$ cat src/rtl/jk_bank_arbiter.sv
// Round-robin arbiter that drives a shared bank of JK flip-flops
// for count+1 edges per command and mirrors the bank Q.
module jk_bank_arbiter #(
    parameter int WIDTH = 8,
    parameter int CNTW  = 4
) (
    input  logic             clock,
    input  logic             reset,
    input  logic             req0,
    input  logic [1:0]       op0,
    input  logic [WIDTH-1:0] mask0,
    input  logic [CNTW-1:0]  count0,
    output logic             gnt0,
    input  logic             req1,
    input  logic [1:0]       op1,
    input  logic [WIDTH-1:0] mask1,
    input  logic [CNTW-1:0]  count1,
    output logic             gnt1,
    output logic [WIDTH-1:0] j_out,
    output logic [WIDTH-1:0] k_out,
    output logic [WIDTH-1:0] q_shadow,
    output logic             busy,
    output logic             done
);

    typedef enum logic [1:0] {
        IDLE,
        APPLY,
        RELEASE
    } state_t;

    state_t           state;
    state_t           state_nx;
    logic [CNTW-1:0]  cnt;
    logic [CNTW-1:0]  cnt_nx;
    logic             prio1;
    logic             prio1_nx;
    logic [WIDTH-1:0] j_nx;
    logic [WIDTH-1:0] k_nx;
    logic [WIDTH-1:0] q_nx;
    logic             gnt0_nx;
    logic             gnt1_nx;
    logic             done_nx;

    logic             pick1;
    logic [1:0]       sel_op;
    logic [WIDTH-1:0] sel_mask;
    logic [CNTW-1:0]  sel_count;
    logic [WIDTH-1:0] enc_j;
    logic [WIDTH-1:0] enc_k;

    // prio1 set means requester 1 wins the next tie
    always_comb begin
        pick1     = req1 & (~req0 | prio1);
        sel_op    = pick1 ? op1 : op0;
        sel_mask  = pick1 ? mask1 : mask0;
        sel_count = pick1 ? count1 : count0;
    end

    always_comb begin
        enc_j = '0;
        enc_k = '0;
        unique case (sel_op)
            2'b01: enc_k = sel_mask;
            2'b10: enc_j = sel_mask;
            2'b11: begin
                enc_j = sel_mask;
                enc_k = sel_mask;
            end
            default: ;
        endcase
    end

    always_comb begin
        state_nx = state;
        cnt_nx   = cnt;
        prio1_nx = prio1;
        j_nx     = j_out;
        k_nx     = k_out;
        q_nx     = q_shadow;
        gnt0_nx  = 1'b0;
        gnt1_nx  = 1'b0;
        done_nx  = 1'b0;
        unique case (state)
            IDLE: begin
                if (req0 | req1) begin
                    state_nx = APPLY;
                    cnt_nx   = sel_count;
                    j_nx     = enc_j;
                    k_nx     = enc_k;
                    gnt0_nx  = ~pick1;
                    gnt1_nx  = pick1;
                    prio1_nx = ~pick1;
                end
            end
            APPLY: begin
                q_nx = (j_out & ~q_shadow) | (~k_out & q_shadow);
                if (cnt != '0) begin
                    cnt_nx = cnt - CNTW'(1);
                end else begin
                    state_nx = RELEASE;
                    j_nx     = '0;
                    k_nx     = '0;
                    done_nx  = 1'b1;
                end
            end
            RELEASE: state_nx = IDLE;
            default: state_nx = IDLE;
        endcase
    end

    always_ff @(posedge clock or posedge reset) begin
        if (reset) begin
            state    <= IDLE;
            cnt      <= '0;
            prio1    <= 1'b0;
            j_out    <= '0;
            k_out    <= '0;
            q_shadow <= '0;
            gnt0     <= 1'b0;
            gnt1     <= 1'b0;
            done     <= 1'b0;
        end else begin
            state    <= state_nx;
            cnt      <= cnt_nx;
            prio1    <= prio1_nx;
            j_out    <= j_nx;
            k_out    <= k_nx;
            q_shadow <= q_nx;
            gnt0     <= gnt0_nx;
            gnt1     <= gnt1_nx;
            done     <= done_nx;
        end
    end

    assign busy = (state != IDLE);

endmodule

$ cat config.mk
export PLATFORM = sky130hd
export DESIGN_NAME = jk_bank_arbiter
export DESIGN_NICKNAME = d
export VERILOG_FILES = /design/src/rtl/jk_bank_arbiter.sv
export SDC_FILE = /design/constraint.sdc
export NUM_CORES = 1
export LEC_CHECK = 0
export CORE_ASPECT_RATIO = 1.1
export CORE_UTILIZATION = 45
export CTS_BUF_LIST = sky130_fd_sc_hd__clkbuf_4
export CTS_CLUSTER_DIAMETER = 100
export DETAILED_ROUTE_END_ITERATION = 10
export PLACE_DENSITY = 0.84
export RECOVER_POWER = 25
export SETUP_SLACK_MARGIN = 0.5
export SLEW_MARGIN = 10
export SYNTH_ARGS = -nofsm -noshare
export SYNTH_HDL_FRONTEND = slang
export SYNTH_SLANG_ARGS = --single-unit
$ cat constraint.sdc
create_clock -name clock -period 2 [get_ports clock]
set_input_delay 0.4 -clock clock [delete_from_list [all_inputs] [get_ports clock]]
set_output_delay 0.4 -clock clock [all_outputs]
set_load 0.005 [all_outputs]
---- Yosys cells after proc, flatten, opt, wreduce, memory -nomap -nowiden ----
Index checks and enable logic that the tools add are counted.
storage, ports and cells
  bits in registers ....................... 34
  input port bits ......................... 32
  output and inout bits ................... 28
  logic and storage cells ................. 59
cells by class
  add/subtract/negate cells ............... 1
  eq/ne operators ......................... 7
  muxes and demuxes ....................... 22
  bitwise operators ....................... 10
  reductions and logical operators ........ 10
operators with widths
  operator               number
  $mux W8                6
  $pmux W8 S2            2
  $and A8 B8 Y8          2
  $not A8 Y8             2
  $mux W4                3
  $or A8 B8 Y8           1
  $pmux W4 S2            1
  $mux W1                6
  $mux W2                3
  $ne A2 B2 Y1 const B   3
  $reduce_and A3 Y1      2
  $eq A2 B1 Y1 const B   2
  $eq A2 B2 Y1 const B   2
  $pmux W2 S2            1
  $reduce_and A2 Y1      2
  $reduce_bool A2 Y1     2
  $reduce_bool A4 Y1     1
  $reduce_or A2 Y1       2
  $sub A4 B1 Y4 const B  1
  $logic_not A2 Y1       1
  $not A1 Y1             2
  $or A1 B1 Y1           2
  $and A1 B1 Y1          1

---- Logic depth before layout (Yosys ltp) ----
  word-level depth ........................ 9
  mapped depth ............................ 7
  depth with buffers taken out ............ 6

---- Least setup slack after synthesis ----
Ideal clock, no wire load.
  path type ............................... reg-to-reg
  start ................................... reg cnt[0]
  end ..................................... reg k_out[0]
  setup time .............................. 130 ps
  arrival time ............................ 1401 ps
  data required time ...................... 1870 ps
  path slack .............................. 469 ps
  cell stages (with the launch flop) ...... 8
  path buffers ............................ 1
  period minus slack after synthesis ...... 1531 ps
  cells stage by stage .................... dfrtp_1 inv_1 ha_1 nor3b_1 and2_1 nor2_2 buf_6 o2bb2ai_1
between the ends
  cells in the longest elaborated chain, start to end .. 3
RTL lines
  what                                line  RTL
  start: declaration                  34    logic [CNTW-1:0] cnt;
  start signal: assignment            125   cnt <= cnt_nx;
  $reduce_bool A4 Y1                  98    if (cnt != '0) begin
  $ne A2 B2 Y1 (no source line)       -
  $reduce_and A3 Y1 (no source line)  -
  end signal: assignment              128   k_out <= k_nx;
  end: declaration                    20    output logic [WIDTH-1:0] k_out,
No other way between the ends.
A chain may end at the register's enable or synchronous reset.

---- Final worst setup path ----
  start ................................... in req0
  end ..................................... reg j_out[4]
between the ends
  cells in the longest elaborated chain, start to end .. 9
  elaborated cells between the ends (all ways) .. 14
  classes of those cells .................. eq/ne (3); mux (5); bitwise (4); reduce/logical (2)
RTL lines
  what                               line  RTL
  start: declaration                 9     input logic req0,
  $not A1 Y1                         54    pick1 = req1 & (~req0 | prio1);
  $or A1 B1 Y1                       54
  $and A1 B1 Y1                      54
  $mux W2                            55    sel_op = pick1 ? op1 : op0;
  $eq A2 B2 Y1                       63    unique case (sel_op)
  $reduce_or A2 Y1 (no source line)  -
  $mux W8                            63
  $mux W8                            86    if (req0 | req1) begin
  $pmux W8 S2                        84    unique case (state)
  end signal: assignment             127   j_out <= j_nx;
  end: declaration                   19    output logic [WIDTH-1:0] j_out,
Parallel ways exist; a longest one is shown, timed or not. The select of a mux whose other input is x is not followed.

==> out/results.ini <==
[run_status]
status=finished, violations left
failed_checks=design-rule violations

[critical_path]
max_stage_delay_ns=0.56
critical_path_required_ns=2.24
top_delay_family_on_crit_path=buffers and inverters
critPathCaptureType=register
timing.critical_path.fanout_max=9
worst_setup_path_start_kind=input port
timing_worst_setup_path_type=in2reg
crit_slowest_cell=sky130_fd_sc_hd__clkdlybuf4s50_1
cp.arrival_ns=1.89
worst-path-buf-inv=2
critical_path.cell_chain=clkdlybuf4s50_1, nand2b_4, a21boi_0, o21ai_2, buf_4, o2bb2ai_1

[placement]
place_inst=223
setup_slack_placement_ns=0.0255
hpwl_mm=2.88
numPortBuffers=59
placement.cell_area_sq_um=2190
gp_routability_congestion=0.883

[synth]
yosys_top_cell_by_area=sky130_fd_sc_hd__dfrtp_1
synthDominantCellAreaShare=0.555
yosysWarningCount=0
netlist-cell-type-count=35
synth_edf_count=0
syn_nets=162
yosysSeqAreaShare=0.555
yosys_register_bits=34
async_flop_share=1.00
synthesis.instances=129
synthesis.area_per_instance_sq_um=11.9
yosys-top-cells-area=sky130_fd_sc_hd__dfrtp_1 (56%), sky130_fd_sc_hd__o2bb2ai_1 (9.1%), sky130_fd_sc_hd__mux2i_1 (6.5%), sky130_fd_sc_hd__a21oi_1 (3.6%), sky130_fd_sc_hd__a31oi_1 (3.3%)
synthesis.area_sq_um=1530
dominant_register_cell_in_the_synthesized_netlist=sky130_fd_sc_hd__dfrtp_1

[hold_path]
timing.hold.worst.class=reg2reg

[cts]
postCtsHoldBufs=0
register_clock_pin_slew_on_the_reported_worst_setup_and_hold_paths_ns=0.09
cts_inserted_buffers=5
clkSinkCount=34
clkLatencyLatePin_ns=0.33
cts_root_buffer=sky130_fd_sc_hd__clkbuf_4
tritoncts_clock_tree=yes
clk_path_buf_depth=2
htree_num_levels=2

[sta]
post-route-period-util=0.829
grt_setup_unrepaired=true
setup_tns_final_ns=0
final.hold.worst_slack_ns=0.500
setup_viol=0
slew_headroom=0.436
clock_skew_ns=0.0124
max_slew.worst_pin.slew_ns=0.845
final_report_max_slew_violation_count=0
maxClockFrequency_mhz=603
finalWorstSetupSlack_ns=0.341
timing.final.crit_period_ns=1.66
hold_viol_final=0

[final_layout]
most-common-layout-cells=sky130_fd_sc_hd__dfrtp_1 (34), sky130_fd_sc_hd__clkdlybuf4s50_1 (29), sky130_fd_sc_hd__dlygate4sd2_1 (28), sky130_fd_sc_hd__buf_4 (27), sky130_fd_sc_hd__a21oi_1 (11)
num-nets-final=252
drive_above_1_share=0.317
antenna_cells=0
signed_area_change_from_the_synthesized_netlist_to_the_final_layout_pct=67.8
layout.cell_area.non_filler_sq_um=2570
utilization_of_the_core_after_routing=0.815
mostFrequentLayoutCell=sky130_fd_sc_hd__dfrtp_1
final_cells=252

[routing]
drt-initial-drc-count=57
detailroute.via_count=1500
routed_wirelength_mm=5.33
initial_drt_pass_iterations=7
wl_per_cell_um=21.2
viasPerCell=5.95
drc=4
route.antenna.remaining_nets=0

[floorplanning]
die_width_um=57.6
site_row_count=21
dieHeight_um=63.2
floorplan.die_area_sq_um=3640
io_pins=60
placeable_area_sq_um=3150
floorplan.initialDensity=0.486

[power_and_ir_drop]
static_power_due_to_leakage_nw=1.20
p_total_mw=3.98
powerDensity_nw_per_um2=1550
ir_drop_mv=0.984

[global_routing]
grt_use_met1=0.348
first_global_vias=1504
globalRoute.busiestLayer=met2
grt_max_degree=35
global_route_met2_usage=0.436
grt_usage=0.270
global_route.usage.met3=0.0595
grt_overflow=0
grt_pass1_wl_mm=7.34
number_of_antenna_violations_at_the_first_check_in_global_routing=0

[run]
max-cap-violations=0

-- sequential cells by signal, summed over array words and instances, names as in the netlist --
name      count
gnt1          1
q_shadow      8
gnt0          1
prio1         1
done          1
j_out         8
cnt           4
k_out         8
state         2
-- repair_timing --
| item | CTS | global route |
|---|---|---|
| pin swaps | 1 | 6 |
| setup buffers | 20 | 3 |
| gates resized for setup | 31 | 36 |
| endpoints found under the setup margin | 51 | 27 |
| gates cloned | 0 | 0 |
-- power breakdown --
part,switching [mW],total [mW],leakage [nW],internal (mW)
clock,0.228,0.348,0.0246,0.120
combinational,1.10,2.36,0.753,1.26
sequential,0.256,1.27,0.427,1.01
-- final cells by class --
type                            count  area (sq um)
Clock inverter                      1          3.75
Clock buffer                        5          37.5
Multi-Input combinational cell     85           821
Fill cell                         186           582
Inverter                            3          11.3
Tap cell                           34          42.5
Timing Repair Buffer               90           805
Sequential cell                    34           851
-- cell usage after synthesis, types with 2 or more instances --
cell type,number
sky130_fd_sc_hd__a21boi_0,2
sky130_fd_sc_hd__a21oi_1,11
sky130_fd_sc_hd__a31oi_1,8
sky130_fd_sc_hd__and2_1,2
sky130_fd_sc_hd__and3_1,4
sky130_fd_sc_hd__buf_6,3
sky130_fd_sc_hd__clkbuf_1,2
sky130_fd_sc_hd__dfrtp_1,34
sky130_fd_sc_hd__inv_1,3
sky130_fd_sc_hd__mux2i_1,10
sky130_fd_sc_hd__nand2_1,4
sky130_fd_sc_hd__nor2_1,6
sky130_fd_sc_hd__o21ai_2,2
sky130_fd_sc_hd__o2bb2ai_1,16
sky130_fd_sc_hd__xnor2_1,2
-- kinds of logic after synthesis --
family	after synthesis	share of synthesized area
buffers and inverters	10	0.0424
XOR/XNOR	2	0.0114
AO/OA/AOI/OAI	47	0.226
multiplexers	10	0.0653
flip-flops	34	0.555
AND/OR/NAND/NOR	25	0.0914
adder cells (fa/ha/maj)	1	0.00816
-- metal layers --
layer / up-vias / share of wire
met5: - / 0
met3: 15 / 0.063
li1: 659 / -
met4: 0 / 0.025
met2: 75 / 0.51
met1: 751 / 0.40
-- worst paths after layout --
path	slack, ns	end	from	cells after the start
min in group asynchronous	0.75	q_shadow[7]	reset	3
min	0.50	q_shadow[2]	q_shadow[2]	1
max in group asynchronous	0.71	k_out[4]	reset	3
min reg2reg	0.50	q_shadow[2]	q_shadow[2]	1
max reg2reg	0.37	j_out[4]	cnt[1]	7
max	0.34	j_out[4]	req0	6
(Power assumes the default switching activity.)
